File: src/rtl/psram_pkg.sv
// psram_pkg: shared constants for the PSRAM port arbiter and related blocks.
//   PSRAM_AW / PSRAM_DW : controller byte-address and data-word widths
//   ST_*                : arbiter FSM state encoding
package psram_pkg;

  localparam int PSRAM_AW = 22;
  localparam int PSRAM_DW = 16;

  localparam logic [1:0] ST_IDLE      = 2'd0;
  localparam logic [1:0] ST_ISSUE     = 2'd1;
  localparam logic [1:0] ST_WAIT_BUSY = 2'd2;
  localparam logic [1:0] ST_WAIT_DONE = 2'd3;

endpackage

File: src/rtl/psram_arbiter_rr_pick.sv
// rr_pick: combinational round-robin picker.
//   i_req   : request vector, one bit per requester
//   i_last  : index of the most recent grant
//   o_valid : at least one request is set
//   o_idx   : first set request scanning upward from i_last+1, wrapping at NPORTS
module rr_pick #(
  parameter int NPORTS = 3
) (
  input  logic [NPORTS-1:0] i_req,
  input  logic [2:0]        i_last,
  output logic              o_valid,
  output logic [2:0]        o_idx
);

  localparam int IW = (NPORTS > 1) ? $clog2(NPORTS) : 1;

  logic [IW-1:0] w_cand;

  // Walk the offsets from farthest to nearest so the nearest set bit after
  // i_last is the last one written and therefore wins.
  always_comb begin
    o_valid = |i_req;
    o_idx   = '0;
    w_cand  = '0;
    for (int i = NPORTS; i >= 1; i--) begin
      w_cand = IW'((int'(i_last) + i) % NPORTS);
      if (i_req[w_cand]) begin
        o_idx = 3'(w_cand);
      end
    end
  end

endmodule

File: src/rtl/psram_arbiter.sv
// psram_arbiter: round-robin sharing of one PsramController port among NPORTS requesters.
//   i_clk, i_reset          : controller clock, synchronous active-high reset
//   i_req/i_we/i_addr/...   : per-port request bundle, held until o_ack
//   o_ack, o_done           : per-port one-cycle accept / completion pulses
//   o_rdata                 : last completed read word, shared by all ports
//   o_timeout_err           : sticky, busy never rose after a strobe
//   o_ctl_* / i_ctl_*       : PsramController word/byte interface
module psram_arbiter
  import psram_pkg::*;
#(
  parameter int NPORTS  = 3,
  parameter int TIMEOUT = 64
) (
  input  logic                     i_clk,
  input  logic                     i_reset,
  input  logic [NPORTS-1:0]        i_req,
  input  logic [NPORTS-1:0]        i_we,
  input  logic [NPORTS*PSRAM_AW-1:0] i_addr,
  input  logic [NPORTS*PSRAM_DW-1:0] i_wdata,
  input  logic [NPORTS-1:0]        i_byte_write,
  output logic [NPORTS-1:0]        o_ack,
  output logic [NPORTS-1:0]        o_done,
  output logic [PSRAM_DW-1:0]      o_rdata,
  output logic                     o_timeout_err,
  output logic                     o_ctl_read,
  output logic                     o_ctl_write,
  output logic [PSRAM_AW-1:0]      o_ctl_addr,
  output logic [PSRAM_DW-1:0]      o_ctl_din,
  output logic                     o_ctl_byte_write,
  input  logic [PSRAM_DW-1:0]      i_ctl_dout,
  input  logic                     i_ctl_busy
);

  localparam int IW = (NPORTS > 1) ? $clog2(NPORTS) : 1;
  localparam int TW = $clog2(TIMEOUT + 1);

  logic [1:0]          r_state;
  logic [2:0]          r_last;
  logic [IW-1:0]       r_owner;
  logic                r_is_read;
  logic [TW-1:0]       r_timer;
  logic [NPORTS-1:0]   r_ack;
  logic [NPORTS-1:0]   r_done;
  logic [PSRAM_DW-1:0] r_rdata;
  logic                r_timeout_err;
  logic                r_ctl_read;
  logic                r_ctl_write;
  logic [PSRAM_AW-1:0] r_ctl_addr;
  logic [PSRAM_DW-1:0] r_ctl_din;
  logic                r_ctl_byte_write;

  logic                w_valid;
  logic [2:0]          w_idx;
  logic [IW-1:0]       w_sel;
  logic [PSRAM_AW-1:0] w_addr  [NPORTS];
  logic [PSRAM_DW-1:0] w_wdata [NPORTS];

  rr_pick #(
    .NPORTS(NPORTS)
  ) u_pick (
    .i_req  (i_req),
    .i_last (r_last),
    .o_valid(w_valid),
    .o_idx  (w_idx)
  );

  assign w_sel = w_idx[IW-1:0];

  always_comb begin
    for (int k = 0; k < NPORTS; k++) begin
      w_addr[k]  = i_addr[k*PSRAM_AW +: PSRAM_AW];
      w_wdata[k] = i_wdata[k*PSRAM_DW +: PSRAM_DW];
    end
  end

  always_ff @(posedge i_clk) begin
    if (i_reset) begin
      r_state          <= ST_IDLE;
      r_last           <= 3'(NPORTS - 1);
      r_owner          <= '0;
      r_is_read        <= 1'b0;
      r_timer          <= '0;
      r_ack            <= '0;
      r_done           <= '0;
      r_rdata          <= '0;
      r_timeout_err    <= 1'b0;
      r_ctl_read       <= 1'b0;
      r_ctl_write      <= 1'b0;
      r_ctl_addr       <= '0;
      r_ctl_din        <= '0;
      r_ctl_byte_write <= 1'b0;
    end else begin
      r_ack  <= '0;
      r_done <= '0;
      case (r_state)
        ST_IDLE: begin
          // Busy high also covers controller init, so nothing is granted then.
          if (!i_ctl_busy && w_valid) begin
            r_ctl_addr       <= w_addr[w_sel];
            r_ctl_din        <= w_wdata[w_sel];
            r_ctl_byte_write <= i_byte_write[w_sel];
            r_ctl_write      <= i_we[w_sel];
            r_ctl_read       <= ~i_we[w_sel];
            r_is_read        <= ~i_we[w_sel];
            r_ack[w_sel]     <= 1'b1;
            r_last           <= w_idx;
            r_owner          <= w_sel;
            r_state          <= ST_ISSUE;
          end
        end
        ST_ISSUE: begin
          // Strobe is a single cycle; address/data stay put until the next grant.
          r_ctl_read  <= 1'b0;
          r_ctl_write <= 1'b0;
          r_timer     <= '0;
          r_state     <= ST_WAIT_BUSY;
        end
        ST_WAIT_BUSY: begin
          if (i_ctl_busy) begin
            r_state <= ST_WAIT_DONE;
          end else if (r_timer == TW'(TIMEOUT)) begin
            // Release the owner anyway so a dead controller cannot hang requesters.
            r_timeout_err  <= 1'b1;
            r_done[r_owner] <= 1'b1;
            r_state        <= ST_IDLE;
          end else begin
            r_timer <= r_timer + TW'(1);
          end
        end
        ST_WAIT_DONE: begin
          if (!i_ctl_busy) begin
            if (r_is_read) begin
              r_rdata <= i_ctl_dout;
            end
            r_done[r_owner] <= 1'b1;
            r_state         <= ST_IDLE;
          end
        end
        default: r_state <= ST_IDLE;
      endcase
    end
  end

  assign o_ack            = r_ack;
  assign o_done           = r_done;
  assign o_rdata          = r_rdata;
  assign o_timeout_err    = r_timeout_err;
  assign o_ctl_read       = r_ctl_read;
  assign o_ctl_write      = r_ctl_write;
  assign o_ctl_addr       = r_ctl_addr;
  assign o_ctl_din        = r_ctl_din;
  assign o_ctl_byte_write = r_ctl_byte_write;

endmodule

File: config.mk
export PLATFORM = sky130hd
export DESIGN_NAME = psram_arbiter
export DESIGN_NICKNAME = d
export VERILOG_FILES = /design/src/rtl/psram_pkg.sv /design/src/rtl/psram_arbiter_rr_pick.sv /design/src/rtl/psram_arbiter.sv
export SDC_FILE = /design/constraint.sdc
export NUM_CORES = 1
export LEC_CHECK = 0
export BUFFER_PORTS_ARGS = -buffer_cell sky130_fd_sc_hd__buf_2
export CAP_MARGIN = 20
export CORE_MARGIN = 4
export CORE_UTILIZATION = 48
export CTS_CLUSTER_SIZE = 14
export DETAILED_ROUTE_END_ITERATION = 7
export PLACE_DENSITY = 0.87
export SLEW_MARGIN = 0
export SYNTH_ARGS = -nofsm -noshare
export SYNTH_HDL_FRONTEND = slang
export SYNTH_SLANG_ARGS = --single-unit
File: constraint.sdc
create_clock -name i_clk -period 2.6 [get_ports i_clk]
set_clock_uncertainty 0.05 [all_clocks]
set_input_delay 0.26 -clock i_clk [delete_from_list [all_inputs] [get_ports i_clk]]
set_output_delay 0.26 -clock i_clk [all_outputs]
set_load 0.02 [all_outputs]
# [Word level (Yosys, flattened, before mapping)]
# Cells that the tools add are included.
[word_totals] register_bits=79 inputBits=142 output_inout_bits=64 elab_cells=97
[classes] addsub=4 div=3 order_cmp=8 n_eq_ne=9 mux=39 n_bitwise=5 n_reduce_logical=15
[ops] operator="remainder unit 32 x 3 -> 32 bit, second input constant" n=3
[ops] operator="binary-select mux 22 bit (select 2 bit)" n=1
[ops] operator="two-way mux 22 bit" n=2
[ops] operator="binary-select mux 16 bit (select 2 bit)" n=1
[ops] operator="two-way mux 16 bit" n=2
[ops] operator="< comparator 2 x 3 -> 1 bit, second input constant" n=5
[ops] operator="two-way mux 2 bit" n=7
[ops] operator="two-way mux 7 bit" n=2
[ops] operator="one-hot mux 7 bit (2 select lines)" n=1
[ops] operator="AND reduction 3 bit" n=4
[ops] operator="binary-select mux 1 bit (select 2 bit)" n=5
[ops] operator="two-way mux 1 bit" n=9
[ops] operator="two-way mux 3 bit" n=3
[ops] operator="adder 3 x 2 -> 4 bit, second input constant" n=2
[ops] operator="inequality test 2 bit, second input constant" n=4
[ops] operator="one-hot mux 2 bit (4 select lines)" n=1
[ops] operator="adder 7 x 1 -> 7 bit, second input constant" n=1
[ops] operator="== test 7 bit, second input constant" n=1
[ops] operator="one-hot mux 3 bit (2 select lines)" n=1
[ops] operator="OR reduction 3 bit" n=2
[ops] operator="adder 3 x 1 -> 4 bit, second input constant" n=1
[ops] operator="demux 1 bit (select 2 bit)" n=2
[ops] operator="== test 2 bit, second input constant" n=2
[ops] operator="greater-or-equal comparator 2 x 1 -> 1 bit, second input constant" n=2
[ops] operator="other kinds (11)" n=19

# [Logic depth before layout (Yosys ltp)]
# Gate-level depths: netlist of run 1.
[logic_depth] depth_word=12 ltp_mapped=10 mapped_depth_nobuf=8

# [Cells and area by module]
# From an unflattened synthesis of run 1, not the netlist that was laid out.
[hier_totals] hier_cells=567 area_unflattened_um2=4601.9
[by_module_without_submodules] module="psram_arbiter" instances=1 cells_each=451 area_each_um2=3687.3 seq_area_each_um2=1561.5
[by_module_without_submodules] module="rr_pick" instances=1 cells_each=116 area_each_um2=914.6 seq_area_each_um2=0.0

# [Worst setup path after synthesis of run 1]
# No wires, ideal clock.
[synth_path] path_type="reg2reg" start="register, netlist name r_owner[0]" end="register r_ctl_write (netlist: o_ctl_write)" setup_ps=116 arrival_time_ps=2097 required_time_ps=2434 path_slack_ps=337 path_stages_with_launch=11 path_buffers=2 synth_period_minus_slack_ps=2263 cell_sequence="dfxtp_1 inv_1 ha_1 buf_2 clkinv_1 mux2_2 o2111a_1 clkbuf_1 o211ai_1 o211ai_2 and3_1"
[synth_rtl] item="end signal: assignment" line="psram_arbiter.sv:102" rtl="r_ctl_write <= i_we[w_sel];"
[synth_rtl] item="end: declaration" line="psram_arbiter.sv:47" rtl="logic r_ctl_write;"

==> results of run 1 <==
-- cell usage after synthesis (2+ instances only) --
cell,n
ha_1,6
and2_0,15
and3_1,42
dfxtp_1,77
or3_1,39
inv_1,9
nand2b_1,3
nand3b_1,2
a221oi_1,39
or3b_1,3
and2_1,24
a21oi_1,68
buf_2,7
mux2i_1,3
nor3_1,44
nor4_1,2
nor3b_1,2
nor2_1,54
nand3_1,6
a31oi_1,4
o21ai_0,2
nand2_1,42
clkbuf_1,46
xor2_1,2
o21ai_1,42
a211oi_1,2
nor2b_1,4
mux2_2,2
-- what timing repair did --
item,CTS,global route
setup buffers,0,1
pin swaps,1,2
cloned,1,0
resized for setup,2,5
setup endpoints to repair,39,39
-- worst min-delay path, stage by stage --
cell and delay, ns:
buf_2 0.09, nand2_1 0.04, a21oi_1 0.05
-- power groups by stage --
stage | Combinational, mW | Sequential (mW) | Clock, mW
final | 1.10 | 1.34 | 0.954
after global routing | 1.20 | 1.35 | 1.02
after CTS | 1.08 | 1.34 | 0.970
after detailed placement | 1.06 | 1.36 | 0
after global placement | 1.02 | 1.36 | 0
after floorplan | 0.561 | 1.46 | 0
-- stage by stage --
step	TNS, ns	power (mW)
final	0	3.39
after global routing	0	3.57
after detailed placement	-1.22	2.42
after global placement	0	2.38
after CTS	0	3.39
after floorplan	0	2.02
-- path summary, 6_finish.rpt --
check | start | to | slack (ns) | depth (start not counted)
worst max-delay path | r_owner[0] | o_ctl_addr[3] | 0.15 | 8
worst min-delay path | i_ctl_dout[9] | o_rdata[9] | 0.09 | 3
worst max register to register | r_owner[0] | o_ctl_addr[3] | 0.15 | 8
worst min register to register | o_rdata[6] | o_rdata[6] | 0.40 | 2
-- cell families after synthesis --
kind of cell	Yosys count	synth area share, %
and+or+nand+nor	287	33.7
AOI/OAI and AO/OA	164	22.9
DFF	77	34.3
buffers and inverters	65	5.63
adders and majority gates	6	1.67
muxes	5	1.17
xor gates and xnor gates	3	0.585
-- cell type report --
cell class,instances,share of cell area (%)
multi-input combinational,466,47.1
sequential,77,26.2
timing repair buffer,223,20.1
tap,111,2.36
clock buffer,10,2.34
clock inverter,6,1.21
inverter,11,0.701
-- layer usage --
| metal | GRT usage [%] | routed length, um | vias up |
|---|---|---|---|
| met5 | 0 | 0 | - |
| met2 | 48.7 | 7810 | 346 |
| li1 | - | - | 2552 |
| met3 | 4.76 | 1470 | 65 |
| met4 | 15.7 | 601 | 0 |
| met1 | 33.7 | 6030 | 2555 |
-- registers in the layout, summed over array words and instances (netlist names), 2 cells and up --
register / count
o_ack: 3
o_ctl_addr: 22
o_ctl_din: 16
o_done: 3
o_rdata: 16
r_owner: 2
r_state: 2
r_timer: 7
==> flow_summary.yaml, run 1 <==
run_status:
  status: "finished clean"
die:
  die_h_um: 105
  coreArea_um2: 9150
  die_w_um: 105
  io_pins: 206
  rows: 35
  initial_utilization_pct: 49.1
  die_area_um2: 11000
global_route:
  track_usage_pct: 28.4
  grt_pass1_wl_mm: 26.0
  antenna_found_initial: 0
  grt_max_degree: 40
  grt-ovfl-total: 0
  grt_pass1_vias: 5541
power_and_ir_drop:
  p_comb_share_pct: 32.4
  p_sw_share_pct: 36.1
  clkPwrFrac_pct: 28.1
  switchingPower_mw: 1.22
  p_int_mw: 2.17
  p_seq_share_pct: 39.5
  cellLeakagePower_nw: 2.67
  cellPowerDensity_nw_per_um2: 576
  ir_drop_mv: 0.262
final_layout:
  final_cell_mix: "205 x buf_2, 77 x dfxtp_1, 67 x a21oi_1"
  layout_commonest_cell: "buf_2"
  fin_cells: 904
  regArea_um2: 1540
  nets: 936
  area_delta_synth_final_pct: 31.1
  antennaDiodeCount: 0
  final_cell_area_um2: 5890
  drive_gt1_share_pct: 32.2
  utilization_pct: 64.3
  fill_cells: 834
  multi_input_area_um2: 2770
synthesis:
  synth_top_area_share_pct: 34.3
  yosys-top-cells-area: "dfxtp_1 34%, a221oi_1 7.6%, a21oi_1 7.6%"
  post_synth_num_cell_types: 44
  synth_area_leader_cell: "dfxtp_1"
  synth-edff-count: 0
  synth-seq-cells: 77
  syn_avg_cell_area_um2: 7.40
  seq_area_frac_synth_pct: 34.3
  ys.flop_type: "dfxtp_1"
  synthArstFlopShare_pct: 0
  netlist_instances: 607
  ys_warn_count: 0
  netlist_area_um2: 4490
  syn_nets: 755
timing:
  period_needed_ns: 2.45
  report.final.slew_viol_count: 0
  hold_viol_final: 0
  rsz0062_at_grt: "no"
  setup_ws_ns: 0.146
  whs_ns: 0.0888
  setup_viol: 0
  worst_pin_slew_ns: 0.680
  fmax_ghz: 0.407
  slew_headroom_pct: 54.5
  fin_crit_sh_pct: 94.4
drt:
  drt_wl_total_mm: 15.9
  wl_per_cell_um: 17.6
  num_vias: 5518
  drt_iter0_markers: 396
  drcViolationCount: 0
  first_pass_iters: 5
  ant_nets: 0
  via_per_inst: 6.10
clocking:
  cts_buffer_depth: 2
  cts_tree: "built"
  clkTransAtPathRegs_ns: 0.09
  clockRootBuffer: "clkbuf_8"
  postCtsHoldBufs: 0
  numClockSinks: 77
  htreeDepth: 3
  clock_latency_ns: 0.35
  numCtsBuffers: 9
critical_path:
  cp-end-kind: "register"
  cp.arrival_ns: 2.69
  path_max_fanout: 24
  cp_top_family: "compound AO/OA/AOI/OAI gates"
  slowest_delay_ns: 0.43
  worstPathRequired_ns: 2.83
  worstPathCellList: "inv_1, ha_1, and3b_1, o21ai_2, buf_4, and3_1, o21ai_1, a21oi_1"
  crit_slowest_cell: "dfxtp_1"
  path_buf_inv: 2
  worstSetupPathType: "register to register"
  worst_setup_path_start_kind: "register"
placement:
  gp_congestion: 0.883
  portBuffers: 205
  place_ws_ns: -0.0814
  placedCellCount: 886
  dp_hpwl_mm: 11.3
  dpl_cell_area_um2: 5640
flow_run:
  maxCapViolCount: 0
worst_hold_path:
  hold_path_class: "input port to register"
No activity file was read; power rests on OpenSTA's default activity.
==> inputs of run 2 (changes only) <==
Settings changed: CORE_UTILIZATION 48 to 49, CTS_BUF_LIST set to sky130_fd_sc_hd__clkbuf_4 sky130_fd_sc_hd__clkbuf_8, CTS_CLUSTER_SIZE 14 to unset, PLACE_DENSITY 0.87 to 0.88.
==> run 2 against run 1 <==
Net effect:
- sequential share of layout area down 0.11 points
- critical endpoint is now o_ctl_write
- via count is 0.78% lower
- non-clock buffer count increased by 4
- utilization grew 2.8 points
- register-to-register slack gained 0.07 ns
- critical path depth up 1
- worst setup slack gained 0.066 ns
- fmax is 2.8% higher
- first-iteration DRC count decreased by 8.3%
==> flow_summary.yaml, run 2 (synthesized netlist as in run 1, its figures left out) <==
clocking:
  clkTransAtPathRegs_ns: 0.10
  numClockSinks: 77
  htreeDepth: 3
  cts_tree: "built"
  cts_setup_buffers: 0
  cts_buffer_depth: 2
  clock_latency_ns: 0.35
  clockRootBuffer: "clkbuf_8"
  numCtsBuffers: 9
global_route:
  grt_pass1_vias: 5393
  antenna_found_initial: 0
  grt_pass1_wl_mm: 25.4
  grt_max_degree: 46
  track_usage_pct: 28.0
  grt-ovfl-total: 0
final_layout:
  antennaDiodeCount: 0
  drive_gt1_share_pct: 32.2
  final_cell_mix: "205 x buf_2, 77 x dfxtp_1, 68 x a21oi_1"
  multi_input_area_um2: 2750
  regArea_um2: 1540
  fin_cells: 904
  area_delta_synth_final_pct: 31.7
  nets: 939
  largest_reg_flops: 22
  fill_cells: 767
  layout_commonest_cell: "buf_2"
die:
  die_w_um: 104
  rows: 34
  io_pins: 206
  die_area_um2: 10800
  initial_utilization_pct: 51.0
  die_h_um: 104
  coreArea_um2: 8810
drt:
  first_pass_iters: 5
  wl_per_cell_um: 17.6
  ant_nets: 0
  drt_iter0_markers: 363
  drcViolationCount: 0
  drt_wl_total_mm: 15.9
  via_per_inst: 6.06
  num_vias: 5475
critical_path:
  worstPathRequired_ns: 2.81
  worst_setup_path_start_kind: "register"
  cp.arrival_ns: 2.60
  path_max_fanout: 10
  worstSetupPathType: "register to register"
  cp-end-kind: "register"
timing:
  fin_crit_sh_pct: 91.9
  whs_ns: 0.0797
  setup_viol: 0
  fmax_ghz: 0.419
  finalSetupTns_ns: 0
  rsz0062_at_grt: "no"
  slew_headroom_pct: 46.6
  hold_viol_final: 0
  worst_pin_slew_ns: 0.801
  period_needed_ns: 2.39
  report.final.slew_viol_count: 0
power_and_ir_drop:
  cellLeakagePower_nw: 2.70
  cellPowerDensity_nw_per_um2: 582
  ir_drop_mv: 0.395
flow_run:
  maxCapViolCount: 0
run_status:
  status: "finished clean"
worst_hold_path:
  hold_path_class: "input port to register"
placement:
  placedCellCount: 888
  gp_congestion: 0.891
  dp_hpwl_mm: 11.4
  portBuffers: 205
## run 2: cell types whose count changed in the layout (fill, tap and decap cells not counted), moves of 2 or more
| cell | previous run | this run |
|---|---|---|
| buf_12 | 1 | 3 |
| buf_4 | 14 | 18 |
| buf_6 | 3 | 1 |
| clkinvlp_4 | 2 | 0 |
| inv_6 | 1 | 3 |
| inv_8 | 0 | 2 |
## run 2: where the power goes
part / internal (mW) / leakage [nW] / switching [mW] / total (mW)
Combinational: 0.439 / 1.96 / 0.679 / 1.12
Sequential: 1.28 / 0.630 / 0.0595 / 1.33
Clock: 0.469 / 0.109 / 0.522 / 0.991
## run 2: stage by stage
step	cell area [um^2]	power (mW)	setup WS [ns]	util, %
after floorplan	4490	2.02	0.337	-
after global placement	5690	2.41	0.292	64.6
after detailed placement	5690	2.45	0.150	64.6
after CTS	5900	3.42	0.122	67.0
after global routing	5910	3.60	0.0467	67.1
final	5910	3.44	0.212	67.1
## run 2: worst paths after layout
| path | endpoint | slack, ns | startpoint | depth (start not counted) |
|---|---|---|---|---|
| max | o_ctl_write | 0.21 | r_owner[0] | 9 |
| min | o_rdata[14] | 0.08 | i_ctl_dout[14] | 3 |
| max reg2reg | o_ctl_write | 0.21 | r_owner[0] | 9 |
| min reg2reg | o_rdata[0] | 0.41 | o_rdata[0] | 2 |
## run 2: cell type report
cell class / instances / area share [%]
Sequential cell: 77 / 26.1
Tap cell: 108 / 2.29
Timing Repair Buffer: 227 / 20.8
Clock inverter: 7 / 1.48
Multi-Input combinational cell: 465 / 46.5
Inverter: 11 / 0.698
Clock buffer: 9 / 2.10
## run 2: routing by layer
metal,global-route usage [%],up-vias,routed length [um]
met1,34.1,2568,6400
met2,48.2,301,7870
met5,0,-,0
li1,-,2554,-
met3,5.78,52,1200
met4,11.1,0,431
## run 2: repair_timing
| item | CTS | global route |
|---|---|---|
| hold buffers | 0 | 0 |
| endpoints found under the setup margin | 0 | 31 |
| gates resized for setup | 0 | 3 |
## run 2: worst max-delay path: stages, from the launching register on
cell	delay (ns)
dfxtp_1	0.43
inv_1	0.12
ha_2	0.43
clkinv_1	0.12
a21oi_1	0.24
o221ai_4	0.15
buf_4	0.21
mux2i_1	0.24
o211ai_2	0.15
and3_1	0.16
==> inputs of run 3 (changes only) <==
Settings changed: ABC_AREA set to 1, CAP_MARGIN 20 to unset, CORE_UTILIZATION 49 to 47, PLACE_DENSITY 0.88 to 0.87.
Clock period 2.6 ns to 2.48 ns, I/O delays scaled along.
==> run 3 against run 2 <==
Net effect:
- sequential power grew 9.8%
- combinational power up 48%
- power rose by 21%
- register-to-register slack about the same
- clock power rose by 5%
- utilization fell by 2.7 points
- critical path type unchanged
- critical endpoint is now o_ctl_addr[14]
- largest cell class unchanged
- largest power group is now combinational cells
==> flow_summary.yaml, run 3 <==
power_and_ir_drop:
  cellLeakagePower_nw: 2.96
  ir_drop_mv: 0.504
  power_mw: 4.17
  cellPowerDensity_nw_per_um2: 779
drt:
  drcViolationCount: 0
  drt_iter0_markers: 183
  ant_nets: 0
  first_pass_iters: 5
  drt_wl_total_mm: 12.0
  wl_per_cell_um: 13.1
  num_vias: 4547
  via_per_inst: 4.99
die:
  rows: 33
  initial_utilization_pct: 48.8
  die_w_um: 101
  die_h_um: 101
  io_pins: 206
  die_area_um2: 10200
  coreArea_um2: 8300
final_layout:
  drive_gt1_share_pct: 33.0
  multi_input_area_um2: 1930
  fill_cells: 785
  area_delta_synth_final_pct: 32.1
  layout_commonest_cell: "buf_2"
  final_cell_mix: "205 x buf_2, 144 x nand2_1, 96 x inv_1"
  regArea_um2: 1540
  largest_reg_flops: 22
  nets: 949
  antennaDiodeCount: 0
critical_path:
  path_buf_inv: 4
  slowest_delay_ns: 0.39
  cp.arrival_ns: 2.47
  worst_setup_path_start_kind: "register"
  worstPathRequired_ns: 2.69
  crit_slowest_cell: "dfxtp_1"
  cp-end-kind: "register"
  worstPathCellList: "inv_1, ha_1, inv_2, nand2_1, nand3_2, nand2_2, a21oi_2, nand2_2, nand2_4, inv_2, buf_4, nand2_1, nand3_1, a31oi_2"
  path_max_fanout: 15
  worstSetupPathType: "register to register"
  cp_top_family: "simple AND/OR/NAND/NOR gates"
clocking:
  clock_latency_ns: 0.34
  clkTransAtPathRegs_ns: 0.08
  clockRootBuffer: "clkbuf_8"
  cts_buffer_depth: 2
  htreeDepth: 3
  cts_setup_buffers: 0
  numClockSinks: 77
  cts_tree: "built"
  numCtsBuffers: 9
timing:
  worst_pin_slew_ns: 0.459
  rsz0062_at_grt: "no"
  fin_crit_sh_pct: 90.9
  finalSetupTns_ns: 0
  report.final.slew_viol_count: 0
  whs_ns: 0.114
  slew_headroom_pct: 69.3
  setup_viol: 0
  fmax_ghz: 0.443
  period_needed_ns: 2.25
  hold_viol_final: 0
  setup_ws_ns: 0.225
synthesis:
  synthArstFlopShare_pct: 0
  synth_area_leader_cell: "dfxtp_1"
  synth-seq-cells: 77
  syn_nets: 755
  syn_avg_cell_area_um2: 6.67
  synth_common_cells: "144 x nand2_1, 96 x inv_1, 77 x dfxtp_1"
  seq_area_frac_synth_pct: 38.1
  yosys-top-cells-area: "dfxtp_1 38%, nand2_1 13%, inv_1 8.9%"
  netlist_area_um2: 4050
  yosysMostFrequentCell: "nand2_1"
  netlist_instances: 607
  synth-edff-count: 0
  post_synth_num_cell_types: 29
  ys.flop_type: "dfxtp_1"
  synth_top_area_share_pct: 38.1
  ys_warn_count: 0
worst_hold_path:
  hold_path_class: "input port to register"
global_route:
  grt_pass1_wl_mm: 18.5
  grt_pass1_vias: 4085
  grt-ovfl-total: 0
  track_usage_pct: 22.5
  antenna_found_initial: 0
  grt_max_degree: 51
placement:
  dp_hpwl_mm: 8.94
  gp_congestion: 0.858
  place_ws_ns: 0.218
  portBuffers: 205
run_status:
  status: "finished clean"
flow_run:
  maxCapViolCount: 0
## run 3: power by group
group | internal, mW | switching, mW
Clock | 0.579 | 0.466
Sequential | 1.38 | 0.0781
Combinational | 0.582 | 1.08
Total | 2.54 | 1.62
## run 3: cell type report
class / instances / area share, %
clock inverters: 6 / 1.61
clock buffers: 10 / 2.46
flip-flops and latches: 77 / 28.8
well taps: 105 / 2.46
multi-input cells: 390 / 36.0
inverters: 106 / 7.44
repair buffers: 217 / 21.2
## run 3: worst min-delay path, cell delays in order
cell and delay, ns:
buf_2 0.09, nand2_1 0.05, a31oi_1 0.07
## run 3: worst paths after layout
kind                from        endpoint  cells after the start  slack (ns)
max reg2reg   r_owner[0]  o_ctl_addr[14]                     14        0.23
min reg2reg  o_rdata[13]     o_rdata[13]                      2        0.43
max           r_owner[0]  o_ctl_addr[14]                     14        0.23
min           i_addr[49]   o_ctl_addr[5]                      3        0.11
## run 3: cell families after synthesis
group | share of synthesized area [%]
AND/OR/NAND/NOR | 28.0
flip-flops | 38.1
AO/OA/AOI/OAI | 17.5
XOR/XNOR | 0.216
adder cells (fa/ha/maj) | 1.85
buffers and inverters | 14.3
## run 3: metal layers
metal,global-route usage [%],up-vias,share of wire (%)
met1,26.6,1983,40
met4,9.12,0,2.2
li1,-,2322,-
met2,38.8,215,49
met3,5.67,27,9.0
met5,0,-,0
## run 3: per-stage QoR
step | util (%) | area (um^2) | instances
final | 64.4 | 5350 | 911
after CTS | 64.4 | 5340 | 911
after global placement | 61.8 | 5120 | 895
after detailed placement | 61.8 | 5120 | 895
after floorplan | - | 4050 | 607
after global routing | 64.4 | 5350 | 911
## run 3: repair_timing
action | 4_1_cts | 5_1_grt
resized for setup | 0 | 1
hold buffers | 0 | 0
hold endpoints to repair | 0 | 0
setup endpoints to repair | 0 | 5
